===== config.mk =====
export PLATFORM = sky130hd
export DESIGN_NAME = rvc_asap_5pl_lsu
export DESIGN_NICKNAME = d
export VERILOG_FILES = /design/src/rtl/rvc_asap_5pl_lsu.sv
export SDC_FILE = /design/constraint.sdc
export NUM_CORES = 1
export LEC_CHECK = 0
export ABC_AREA = 1
export CAP_MARGIN = 20
export CORE_AREA = 10 10 91 93
export DETAILED_ROUTE_END_ITERATION = 12
export DIE_AREA = 0 0 101 103
export PLACE_DENSITY = 0.88
export SLEW_MARGIN = 20
export SYNTH_ARGS = -nofsm -noshare
export SYNTH_HDL_FRONTEND = slang
export SYNTH_SLANG_ARGS = --single-unit
export TNS_END_PERCENT = 10

===== constraint.sdc =====
create_clock -name Clock -period 2.2 [get_ports Clock]
set_clock_uncertainty 0.15 [all_clocks]
set_input_delay 0.33 -clock Clock [delete_from_list [all_inputs] [get_ports Clock]]
set_output_delay 0.33 -clock Clock [all_outputs]
set_load 0.01 [all_outputs]

===== src/rtl/rvc_asap_5pl_lsu.sv =====
// Load/store unit: drives the D_MEM wrapper request in Q103H and aligns/extends load data in Q104H.
// Macro MISALIGNED_SPLIT_EN enables two-beat misaligned splitting; when undefined, misaligned requests are rejected.
module rvc_asap_5pl_lsu (
    input  logic        Clock,
    input  logic        Rst,
    input  logic        RdEnQ103H,
    input  logic        WrEnQ103H,
    input  logic [31:0] AddressQ103H,
    input  logic [31:0] WrDataQ103H,
    input  logic [2:0]  Funct3Q103H,
    output logic        LsuStallQ103H,
    output logic        MisalignQ103H,
    output logic [31:0] DMemAddressQ103H,
    output logic [31:0] DMemWrDataQ103H,
    output logic [3:0]  DMemByteEnQ103H,
    output logic        DMemWrEnQ103H,
    output logic        DMemRdEnQ103H,
    input  logic [31:0] DMemRdRspQ104H,
    output logic [31:0] LoadDataQ104H,
    output logic        LoadValidQ104H
);

    typedef enum logic [1:0] {
        TAG_NONE,
        TAG_SINGLE,
        TAG_FIRST,
        TAG_SECOND
    } beat_tag_e;

    logic [3:0]  size_mask;
    logic [1:0]  req_off;
    logic [7:0]  mask8;
    logic        misaligned;
    logic        req_wr;
    logic        req_rd;
    logic [31:0] word_addr;
    logic [31:0] lane_data;

    beat_tag_e   tag_d;
    beat_tag_e   q104_tag;
    logic [1:0]  off_d;
    logic [1:0]  q104_off;
    logic [2:0]  funct3_d;
    logic [2:0]  q104_funct3;
    logic        q104_is_load;
    logic [31:0] rsp_hi_word;
    logic [31:0] rsp_lo_word;
    logic [63:0] raw64;
    logic [31:0] raw;
    logic [31:0] ext;
    logic        unused_raw_hi;

    always_comb begin
        case (Funct3Q103H)
            3'b000, 3'b100: size_mask = 4'b0001;
            3'b001, 3'b101: size_mask = 4'b0011;
            default:        size_mask = 4'b1111;
        endcase
    end

    assign req_off    = AddressQ103H[1:0];
    assign mask8      = {4'b0000, size_mask} << req_off;
    assign misaligned = |mask8[7:4];
    // a simultaneous read and write is treated as a write only
    assign req_wr     = WrEnQ103H;
    assign req_rd     = RdEnQ103H & ~WrEnQ103H;
    assign word_addr  = {AddressQ103H[31:2], 2'b00};
    assign lane_data  = WrDataQ103H << {req_off, 3'b000};

`ifdef MISALIGNED_SPLIT_EN
    typedef enum logic {
        ST_IDLE,
        ST_SPLIT
    } lsu_state_e;

    lsu_state_e  state;
    lsu_state_e  next_state;
    logic [31:0] hold_addr;
    logic [31:0] hold_wdata;
    logic [31:0] lo_word;
    logic [3:0]  hold_be;
    logic [1:0]  hold_off;
    logic [2:0]  hold_funct3;
    logic        hold_rd;
    logic        hold_wr;
    logic [5:0]  hi_shift;

    assign hi_shift = 6'd32 - {1'b0, req_off, 3'b000};

    always_comb begin
        next_state       = state;
        LsuStallQ103H    = 1'b0;
        MisalignQ103H    = 1'b0;
        DMemAddressQ103H = word_addr;
        DMemByteEnQ103H  = mask8[3:0];
        DMemWrDataQ103H  = lane_data;
        DMemWrEnQ103H    = req_wr;
        DMemRdEnQ103H    = req_rd;
        tag_d            = req_rd ? TAG_SINGLE : TAG_NONE;
        off_d            = req_off;
        funct3_d         = Funct3Q103H;
        case (state)
            ST_IDLE: begin
                if ((req_wr || req_rd) && misaligned) begin
                    LsuStallQ103H = 1'b1;
                    next_state    = ST_SPLIT;
                    tag_d         = req_rd ? TAG_FIRST : TAG_NONE;
                end
            end
            ST_SPLIT: begin
                next_state       = ST_IDLE;
                DMemAddressQ103H = hold_addr;
                DMemByteEnQ103H  = hold_be;
                DMemWrDataQ103H  = hold_wdata;
                DMemWrEnQ103H    = hold_wr;
                DMemRdEnQ103H    = hold_rd;
                tag_d            = hold_rd ? TAG_SECOND : TAG_NONE;
                off_d            = hold_off;
                funct3_d         = hold_funct3;
            end
            default: next_state = ST_IDLE;
        endcase
        if (Rst) begin
            DMemWrEnQ103H = 1'b0;
            DMemRdEnQ103H = 1'b0;
            LsuStallQ103H = 1'b0;
        end
    end

    always_ff @(posedge Clock) begin
        if (Rst) begin
            state       <= ST_IDLE;
            hold_addr   <= '0;
            hold_wdata  <= '0;
            hold_be     <= '0;
            hold_off    <= '0;
            hold_funct3 <= '0;
            hold_rd     <= 1'b0;
            hold_wr     <= 1'b0;
            lo_word     <= '0;
        end else begin
            state <= next_state;
            if (state == ST_IDLE && next_state == ST_SPLIT) begin
                hold_addr   <= word_addr + 32'd4;
                hold_be     <= mask8[7:4];
                hold_wdata  <= WrDataQ103H >> hi_shift;
                hold_off    <= req_off;
                hold_funct3 <= Funct3Q103H;
                hold_rd     <= req_rd;
                hold_wr     <= req_wr;
            end
            if (q104_tag == TAG_FIRST) begin
                lo_word <= DMemRdRspQ104H;
            end
        end
    end

    assign rsp_hi_word = (q104_tag == TAG_SECOND) ? DMemRdRspQ104H : 32'h0;
    assign rsp_lo_word = (q104_tag == TAG_SECOND) ? lo_word : DMemRdRspQ104H;
`else
    logic reject;

    assign reject = (req_wr || req_rd) && misaligned;

    always_comb begin
        LsuStallQ103H    = 1'b0;
        MisalignQ103H    = reject & ~Rst;
        DMemAddressQ103H = word_addr;
        DMemByteEnQ103H  = mask8[3:0];
        DMemWrDataQ103H  = lane_data;
        DMemWrEnQ103H    = req_wr & ~reject & ~Rst;
        DMemRdEnQ103H    = req_rd & ~reject & ~Rst;
        tag_d            = (req_rd && !reject) ? TAG_SINGLE : TAG_NONE;
        off_d            = req_off;
        funct3_d         = Funct3Q103H;
    end

    assign rsp_hi_word = 32'h0;
    assign rsp_lo_word = DMemRdRspQ104H;
`endif

    always_ff @(posedge Clock) begin
        if (Rst) begin
            q104_tag     <= TAG_NONE;
            q104_off     <= '0;
            q104_funct3  <= '0;
            q104_is_load <= 1'b0;
        end else begin
            q104_tag     <= tag_d;
            q104_off     <= off_d;
            q104_funct3  <= funct3_d;
            q104_is_load <= (tag_d != TAG_NONE);
        end
    end

    // the second beat's word sits above the captured first word, so one shift aligns both cases
    assign raw64         = {rsp_hi_word, rsp_lo_word} >> {q104_off, 3'b000};
    assign raw           = raw64[31:0];
    assign unused_raw_hi = ^raw64[63:32];

    assign LoadValidQ104H = q104_is_load && (q104_tag == TAG_SINGLE || q104_tag == TAG_SECOND);

    always_comb begin
        case (q104_funct3)
            3'b000:  ext = {{24{raw[7]}}, raw[7:0]};
            3'b001:  ext = {{16{raw[15]}}, raw[15:0]};
            3'b100:  ext = {24'h0, raw[7:0]};
            3'b101:  ext = {16'h0, raw[15:0]};
            default: ext = raw;
        endcase
        LoadDataQ104H = LoadValidQ104H ? ext : 32'h0;
    end

endmodule

### After elaboration in Yosys (flattened, before gate mapping)

Index checks and enable logic that the tools add are counted.
W data, S select, Z words.

* equal/unequal tests: 8
* shift operators: 3
* multiplexer cells: 4
* bitwise operators: 9
* reductions and logical operators: 12

Operator list (count)
* $pmux W32 S4: 1
* $mux W32: 1
* $shl A32 B5 Y32: 1
* $shr A32 B5 Y32: 1
* $eq A3 B3 Y1 const B: 4
* $pmux W4 S2: 1
* $shl A4 B2 Y8: 1
* $and A1 B1 Y1: 6
* $eq A3 B1 Y1 const B: 2
* $logic_not A3 Y1: 2
* $reduce_or A2 Y1: 2
* $reduce_or A4 Y1: 1
* $logic_and A1 B1 Y1: 3
* $not A1 Y1: 3
* $eq A2 B1 Y1 const B: 1
* $eq A2 B2 Y1 const B: 1
* $logic_or A1 B1 Y1: 2
* $reduce_bool A2 Y1: 1
* $logic_not A1 Y1: 1
* $mux W1: 1

* flip-flop bits (word level): 8
* input port bits: 103
* output and inout port bits: 105
* logic and storage cells: 40

### Longest topological paths before layout

Gate-level depths: netlist (run 1).

* word-level depth: 10
* mapped depth: 10
* gate-level depth less buffers: 7

### Worst setup path after synthesis (run 1)

No wires, ideal clock.

* kind: in2out
* from: in AddressQ103H[0]
* to: out DMemWrDataQ103H[24]
* data arrival time: 1.159 ns
* data required time: 1.720 ns
* path slack: 0.561 ns
* stages on the path: 6
* path buffers: 3
* cells stage by stage: buf_2 > inv_1 > buf_2 > buf_4 > nand2_1 > a22oi_1

* cells in the longest elaborated chain, start to end: 1

RTL lines
* start, declared: line 8 `input logic [31:0] AddressQ103H,`
* $shl A32 B5 Y32: line 68 `assign lane_data = WrDataQ103H << {req_off, 3'b000};`
* end, declared: line 14 `output logic [31:0] DMemWrDataQ103H,`

Every way passes these cells.

### Worst setup path in the final report (run 1)

* from: in AddressQ103H[0]
* to: out DMemWrDataQ103H[12]

Same word-level chain as after synthesis.

==> impl_metrics.tcl, run 1 <==
set metrics [dict create \
    status "complete, but fails checks" \
    violations "negative setup slack" \
    grt.overflow.total 0 \
    seq_area_frac_synth 0.0600 \
    setup_viol 6 \
    grt_start_max_net_pins 38 \
    first_iter_violations 103 \
    dp.cells 583 \
    ir_worst_vdd_v 0.000138 \
    fp.dieW_um 101 \
    postSynthAreaPerCell_um2 5.36 \
    cts_hold_buf 0 \
    cpMostUsedCell "clkdlybuf4s50_1" \
    grt_pass1_vias 2955 \
    cp.arrival_ns 1.93 \
    drive_gt1_frac 0.222 \
    crit_fanout 14 \
    fin_crit_ns 2.41 \
    hpwlAfterDp_mm 7.91 \
    grt_pass1_wl_mm 14.8 \
    rsz0062_at_grt "yes" \
    drv_slew 0 \
    period_share 1.09 \
    grt_util_all_layers 0.175 \
    ios 208 \
    synth_area_um2 2000 \
    cts_root_buf "clkbuf_8" \
    critPathKind "input pin to primary output" \
    final_cell_count_no_fill 590 \
    netlist_instances 374 \
    hold_class "input pin to flop" \
    numPortBuffers 144 \
    drv_cap 0 \
    power_density_nw_per_um2 270 \
    cp.required_ns 1.72 \
    crit_cells 5 \
    clkSinkCount 6 \
    slowest_delay_ns 0.55 \
    nNetsFinal 614 \
    hold_viol 0 \
    cts_tree "yes" \
    layout-area-overhead-vs-synth_pct 74.6 \
    whs_path_depth 3 \
    fin_ws_ns -0.205 \
    antenna_found_initial 0 \
    yosys_warnings 0 \
    avgViaCountPerCell 4.98 \
    critPathTopFamily "buffers and inverters" \
    leakage_nw 1.91 \
    clockBufferDepth 2 \
    critPathSlowestCell "clkdlybuf4s50_1" \
    worstSetupStartpointType "input pin" \
    initial_core_util 0.305 \
    postRouteAntennaNets 0 \
    numCtsBuffers 3 \
    ys_types 28 \
    clk_pin_slew_ns 0.03 \
    fp.dieH_um 103 \
    fp-row-count 30 \
    drtPass1Iterations 4 \
    ys_ff_latch 6 \
    ctsHtreeMaxLevel 1 \
    final_core_util 0.532 \
    gp_routability_congestion 0.928 \
    avgRoutedWirePerCell_um 16.2 \
    core_um2 6570 \
    max_freq_ghz 0.416 \
    die_area_um2 10400 \
    crit_chain "clkdlybuf4s50_1, buf_4, o21ai_0, nor2_1, clkdlybuf4s50_1" \
    crit_path_end_kind "primary output" \
    drc 0 \
    routed_wl_mm 9.57 \
    cp_num_buf_inv 3 \
    num_vias 2941 \
]
[path summary, 6_finish.rpt]
path  slack, ns             from                   endpoint
max       -0.21  AddressQ103H[0]        DMemWrDataQ103H[12]
min        0.48   Funct3Q103H[2]  q104_funct3[2]$_SDFF_PP0_
[where the power goes]
part / switching (mW) / internal (mW) / total [mW] / leakage, nW
sequential: 0.00555 / 0.115 / 0.121 / 0.0501
clock: 0.0418 / 0.117 / 0.159 / 0.0216
combinational: 0.328 / 0.335 / 0.663 / 1.84
[flip-flops by register name, summed over array words and instances, names as in the netlist]
signal	cells
q104_off	2
q104_tag	1
q104_funct3	3
[Yosys cell counts]
master      n  area [µm²]
nand2_1   104         390
conb_1      1        3.75
inv_8       1        11.3
inv_2      12        45.0
buf_2       6        30.0
nand3_1    26         130
dfxtp_1     6         120
a31oi_1     7        43.8
nand3_4     2        35.0
buf_8       1        15.0
nor2_1     42         158
inv_1      25        93.8
nand2_4     1        11.3
o21ai_0    18        90.1
nor2_4      1        11.3
o22ai_1     1        6.26
a22oi_1     8        60.1
o211ai_1    1        7.51
buf_4      39         293
clkbuf_1   10        37.5
o32ai_1     7        61.3
nand3_2     3        30.0
nor3_1      1        5.00
nand2_2    12        75.1
buf_6       4        45.0
buf_12      1        20.0
inv_6       1        8.76
a21oi_1    33         165
[stage by stage]
stage                     setup slack, ns  instance area (µm²)  TNS [ns]  power [mW]  hold WS (ns)
after floorplan                     0.561                 2010         0       0.486         0.287
after CTS                          -0.248                 3480     -2.34       0.951         0.480
after detailed placement           -0.369                 3480    -16.69       0.801         0.510
after global routing               -0.298                 3490     -1.85        1.02         0.510
after global placement             -0.314                 3480    -15.28       0.793         0.510
final                              -0.205                 3500    -0.647       0.943         0.480
[cell type report]
class,count,area (µm²)
Fill cell,664,3070
Timing Repair Buffer,190,1730
Multi-Input combinational cell,271,1340
Inverter,39,159
Sequential cell,6,121
Tap cell,80,100
Clock buffer,3,41.3
Antenna cell,1,2.50
[logic make-up (layout without fill, tap and decap cells)]
logic type	count (synthesis)	count (layout)	synth area share
other	1	4	0.00187
buffers and inverters	100	232	0.299
flip-flops	6	6	0.0600
AO/OA/AOI/OAI	75	75	0.217
AND/OR/NAND/NOR	192	193	0.422
[layer usage]
metal	vias to the layer above	GRT usage	share of wire
met4	0	0.0311	0.013
met1	1308	0.174	0.33
met5	-	0	0
met2	175	0.303	0.47
met3	17	0.114	0.18
li1	1441	-	-
[timing repair]
item	CTS	global route
setup buffers	2	0
gates cloned	1	0
pin swaps	5	2
setup endpoints to repair	71	46
gates resized for setup	111	37
[cell usage in the layout (no fill, tap or decap), types with 3 or more instances in the layout]
cell type and n:
a21oi_1 29, a21oi_2 4, a22oi_1 8, a31oi_1 7, buf_12 3, buf_2 10, buf_4 41, clkbuf_2 7
clkbuf_8 3, clkdlybuf4s15_1 8, clkdlybuf4s15_2 3, clkdlybuf4s50_1 75, conb_1 3, dfxtp_1 5, dlygate4sd2_1 33, dlymetal6s2s_1 8
inv_1 23, inv_2 14, nand2_1 104, nand2_2 12, nand3_1 25, nand3_2 3, nand3_4 4, nor2_1 41
o21ai_0 16, o32ai_1 7
(Power assumes the default switching activity.)
==> run 2: changes to the inputs <==
- clock period: 2.2 -> 2.8 ns (I/O delays scaled with it)
==> run 2 against run 1 <==
  * Non-clock buffer count down 31
  * Die area stayed put
  * The flow now finishes without violations
  * Flip-flop and latch count is the same
  * Clock power is 21% lower
  * First-iteration DRC count is 1.9% higher
  * Count of clock-buffer cells in the layout did not move
  * Sequential share of layout area rose by 0.25 points
==> impl_metrics.tcl, run 2 (synthesized netlist as in run 1, its figures left out) <==
set metrics [dict create \
    cpMostUsedCell "clkdlybuf4s50_1" \
    hpwlAfterDp_mm 7.67 \
    grt_util_all_layers 0.167 \
    ir_worst_vdd_v 0.000119 \
    cp.required_ns 2.23 \
    insertedDiodeCount 0 \
    grt_pass1_vias 2901 \
    critPathSlowestCell "clkdlybuf4s50_1" \
    mostFrequentLayoutCell "clkdlybuf4s50_1" \
    leakage_nw 1.61 \
    hold_viol 0 \
    grt_pass1_wl_mm 14.3 \
    critPathKind "input pin to primary output" \
    largest_reg_flops 3 \
    fp.dieH_um 103 \
    max_freq_ghz 0.367 \
    fp-row-count 30 \
    crit_fanout 5 \
    drc 0 \
    period_share 0.973 \
    avgViaCountPerCell 5.05 \
    avgRoutedWirePerCell_um 16.6 \
    cts_tree "yes" \
    rsz0062_at_grt "no" \
    first_iter_violations 105 \
    setup_tns_ns 0 \
    clkSinkCount 6 \
    crit_chain "clkdlybuf4s50_1, inv_1, o21ai_0, o211ai_1, nor2_1, clkdlybuf4s50_1" \
    drive_gt1_frac 0.111 \
    whs_path_depth 3 \
    num_vias 2812 \
    postRouteAntennaNets 0 \
    grt_start_max_net_pins 41 \
    drv_cap 0 \
    drtPass1Iterations 4 \
    antenna_found_initial 0 \
    regMostFlops "q104_funct3" \
    drv_slew 0 \
    fp.dieW_um 101 \
    numPortBuffers 144 \
    cts_setup_buffers 0 \
    final_core_util 0.502 \
    fin_crit_ns 2.72 \
    core_um2 6570 \
    ios 208 \
    initial_core_util 0.305 \
    crit_path_end_kind "primary output" \
    ctsHtreeMaxLevel 1 \
    power_density_nw_per_um2 218 \
    cp.arrival_ns 2.15 \
    grt.overflow.total 0 \
    setup_viol 0 \
    routed_wl_mm 9.23 \
    status "complete, no violations" \
    clockBufferDepth 2 \
    hold_class "input pin to flop" \
    nNetsFinal 582 \
    gp_routability_congestion 0.898 \
    die_area_um2 10400 \
    layout-area-overhead-vs-synth_pct 64.5 \
    layout_common_cells "138 x clkdlybuf4s50_1, 104 x nand2_1, 42 x nor2_1" \
    cts-resized-gates 0 \
    cts_hold_buf 0 \
    slowest_delay_ns 0.55 \
    worstSetupStartpointType "input pin" \
    clk_pin_slew_ns 0.03 \
    cts_root_buf "clkbuf_8" \
    numCtsBuffers 3 \
    largestRegisters "q104_funct3 (3), q104_off (2), q104_tag (1)" \
]
-- run 2: cell types whose count changed in the layout (fill, tap and decap cells not counted), moves of 3 or more --
cell             before  now
clkdlybuf4s15_1       8    0
buf_2                10    0
a21oi_2               4    0
buf_4                41   14
clkdlybuf4s15_2       3    0
clkbuf_2              7    0
a21oi_1              29   33
clkdlybuf4s50_1      75  138
dlygate4sd2_1        33    0
-- run 2: critical path, delay by kind of cell --
family / cells / cell delay (ns)
AND/OR/NAND/NOR: 1 / 0.12
buffers and inverters: 3 / 1.20
AO/OA/AOI/OAI: 2 / 0.41
-- run 2: area by class of cell --
class | instances | area [µm²]
well taps | 80 | 100
flip-flops and latches | 6 | 123
repair buffers | 159 | 1580
multi-input cells | 270 | 1290
inverters | 39 | 159
fillers | 672 | 3270
clock buffers | 3 | 41.3
-- run 2: layer usage --
layer | vias to the layer above | GRT usage | share of wire
li1 | 1370 | - | -
met1 | 1239 | 0.171 | 0.36
met2 | 185 | 0.286 | 0.46
met3 | 18 | 0.102 | 0.17
met4 | 0 | 0.0386 | 0.012
met5 | - | 0 | 0
-- run 2: path summary, 6_finish.rpt --
check / slack (ns) / to / startpoint
max: 0.08 / MisalignQ103H / AddressQ103H[0]
min: 0.57 / q104_funct3[2]$_SDFF_PP0_ / Funct3Q103H[2]
-- run 2: report_power, final --
part           internal, mW  total, mW  leakage, nW  switching, mW
Clock                0.0920      0.125       0.0216         0.0334
Sequential           0.0909      0.101       0.0504         0.0100
Combinational         0.255      0.491         1.54          0.236
-- run 2: through the flow --
stage | area (µm²) | setup WS [ns] | std cells | power (mW) | hold slack, ns
after floorplan | 2010 | 0.981 | 376 | 0.382 | 0.377
after global placement | 3240 | 0.0609 | 554 | 0.590 | 0.690
after detailed placement | 3240 | 0.0538 | 554 | 0.591 | 0.690
after CTS | 3280 | 0.00841 | 557 | 0.724 | 0.577
after global routing | 3300 | 0.00306 | 557 | 0.775 | 0.597
final | 3300 | 0.0764 | 557 | 0.717 | 0.574
==> run 3: changes to the inputs <==
--- a/config.mk
+++ b/config.mk
@@ -12,4 +12,5 @@
 export DIE_AREA = 0 0 101 103
 export PLACE_DENSITY = 0.88
+export SETUP_SLACK_MARGIN = 0.3
 export SLEW_MARGIN = 20
 export SYNTH_ARGS = -nofsm -noshare
==> constraint.sdc (replaced) <==
create_clock -name Clock -period 2.8 [get_ports Clock]
set_clock_uncertainty 0.15 [all_clocks]
set_input_delay 0.7 -clock Clock [delete_from_list [all_inputs] [get_ports Clock]]
set_output_delay 0.7 -clock Clock [all_outputs]
set_load 0.01 [all_outputs]
==> run 3 against run 2 <==
  * Combinational power is 17% higher
  * Utilization grew 5.1 points
  * Sequential power decreased by 6%
  * Setup slack improved by 0.14 ns
  * Critical endpoint is now LoadDataQ104H[11]
==> impl_metrics.tcl, run 3 (synthesized netlist as in run 1, its figures left out) <==
set metrics [dict create \
    status "complete, no violations" \
    regMostFlops "q104_funct3" \
    grt_pass1_vias 3162 \
    hold_class "input pin to flop" \
    drv_slew 0 \
    cts_hold_buf 0 \
    final_cell_count_no_fill 603 \
    critPathKind "input pin to primary output" \
    whs_ns 0.833 \
    fp-row-count 30 \
    grt.overflow.total 0 \
    fp.dieW_um 101 \
    clockBufferDepth 2 \
    core_um2 6570 \
    crit_fanout 2 \
    fin_ws_ns 0.214 \
    hpwlAfterDp_mm 7.96 \
    regArea_um2 124 \
    grt_use_met2 0.318 \
    slew_headroom 0.654 \
    leakage_nw 1.98 \
    layout_common_cells "94 x nand2_1, 47 x buf_4, 43 x buf_2" \
    gp_routability_congestion 0.913 \
    rsz0062_at_grt "yes" \
    pre_cts_ws_ns -0.493 \
    dpl_cell_area_um2 3440 \
    nFillCells 645 \
    fp.dieH_um 103 \
    power_density_nw_per_um2 219 \
    final_core_util 0.553 \
    grt_use_met1 0.174 \
    ctsHtreeMaxLevel 1 \
    cp.required_ns 1.95 \
    worstMarginPinSlew_ns 0.518 \
    ir_worst_vdd_v 0.000109 \
    insertedDiodeCount 0 \
    initial_core_util 0.305 \
    mostFrequentLayoutCell "nand2_1" \
    clkSinkCount 6 \
    drc 0 \
    fin_area_um2 3630 \
    avgViaCountPerCell 5.17 \
    layout-area-overhead-vs-synth_pct 81.4 \
    period_share 0.923 \
    routed_wl_mm 10.4 \
    num_vias 3116 \
    die_area_um2 10400 \
    clk_pin_slew_ns 0.03 \
    numCtsBuffers 3 \
    cts_tree "yes" \
    largestRegisters "q104_funct3 (3), q104_off (2), q104_tag (1)" \
    hold_viol 0 \
    grt.met3_usage 0.105 \
    worstSetupStartpointType "input pin" \
    avgRoutedWirePerCell_um 17.3 \
    dp.cells 576 \
    fin_crit_ns 2.59 \
    drv_cap 0 \
    ios 208 \
    nNetsFinal 628 \
    cp.arrival_ns 1.74 \
    largest_reg_flops 3 \
    max_freq_ghz 0.387 \
    grt_start_max_net_pins 34 \
    drive_gt1_frac 0.379 \
    cts_root_buf "clkbuf_8" \
    first_iter_violations 164 \
    drtPass1Iterations 5 \
    grt_util_all_layers 0.183 \
    grt_pass1_wl_mm 15.6 \
    numPortBuffers 144 \
    postRouteAntennaNets 0 \
    multiInputGateArea_um2 1450 \
    setup_viol 0 \
    crit_path_end_kind "primary output" \
    antenna_found_initial 0 \
    grt.busiest_layer "met2" \
]
## run 3: cell types whose count changed in the layout (fill, tap and decap cells not counted), moves of 9 or more
cell and delta:
o21ai_0 -9, a21oi_2 +11, clkdlybuf4s50_1 -96, nand2_1 -10, buf_2 +43, buf_6 +15
a21oi_1 -11, dlygate4sd2_1 +27, buf_4 +33
## run 3: worst max-delay path, cell delays in order
cell and delay (ns):
clkdlybuf4s50_1 0.48, nand2_1 0.07, nand3_1 0.07, nand3_1 0.07
a21oi_1 0.18, buf_2 0.16
## run 3: report_power, final
group / total [mW] / switching (mW) / internal (mW)
logic: 0.576 / 0.289 / 0.287
registers: 0.0952 / 0.00508 / 0.0902
clock network: 0.125 / 0.0330 / 0.0920
## run 3: cell type report
cell class,instances,area share
Sequential cell,6,0.0341
Multi-Input combinational cell,271,0.398
Timing Repair Buffer,203,0.480
Inverter,39,0.0465
Clock buffer,3,0.0114
Timing Repair inverter,1,0.00241
Tap cell,80,0.0275
## run 3: final timing paths
check | from | end | cells past startpoint
setup / recovery | DMemRdRspQ104H[11] | LoadDataQ104H[11] | 6
hold / removal | AddressQ103H[0] | q104_off[0]$_SDFF_PP0_ | 4
## run 3: through the flow
step	setup TNS, ns	power, mW
2_1_floorplan	0	0.382
3_3_place_gp	-25.72	0.619
3_5_place_dp	-26.95	0.624
4_1_cts	0	0.783
5_1_grt	0	0.850
6_report	0	0.796
## run 3: repair_timing
action,4_1_cts,5_1_grt
buffers inserted,18,2
setup endpoints to repair,71,59
cloned,3,1
gates resized for setup,317,58
pin swaps,26,8
## run 3: layer usage
| layer | up-vias | wire (µm) | part of all wire |
|---|---|---|---|
| met5 | - | 0 | 0 |
| met4 | 0 | 354 | 0.034 |
| met3 | 41 | 1620 | 0.15 |
| met2 | 219 | 4900 | 0.47 |
| met1 | 1391 | 3580 | 0.34 |
| li1 | 1465 | - | - |
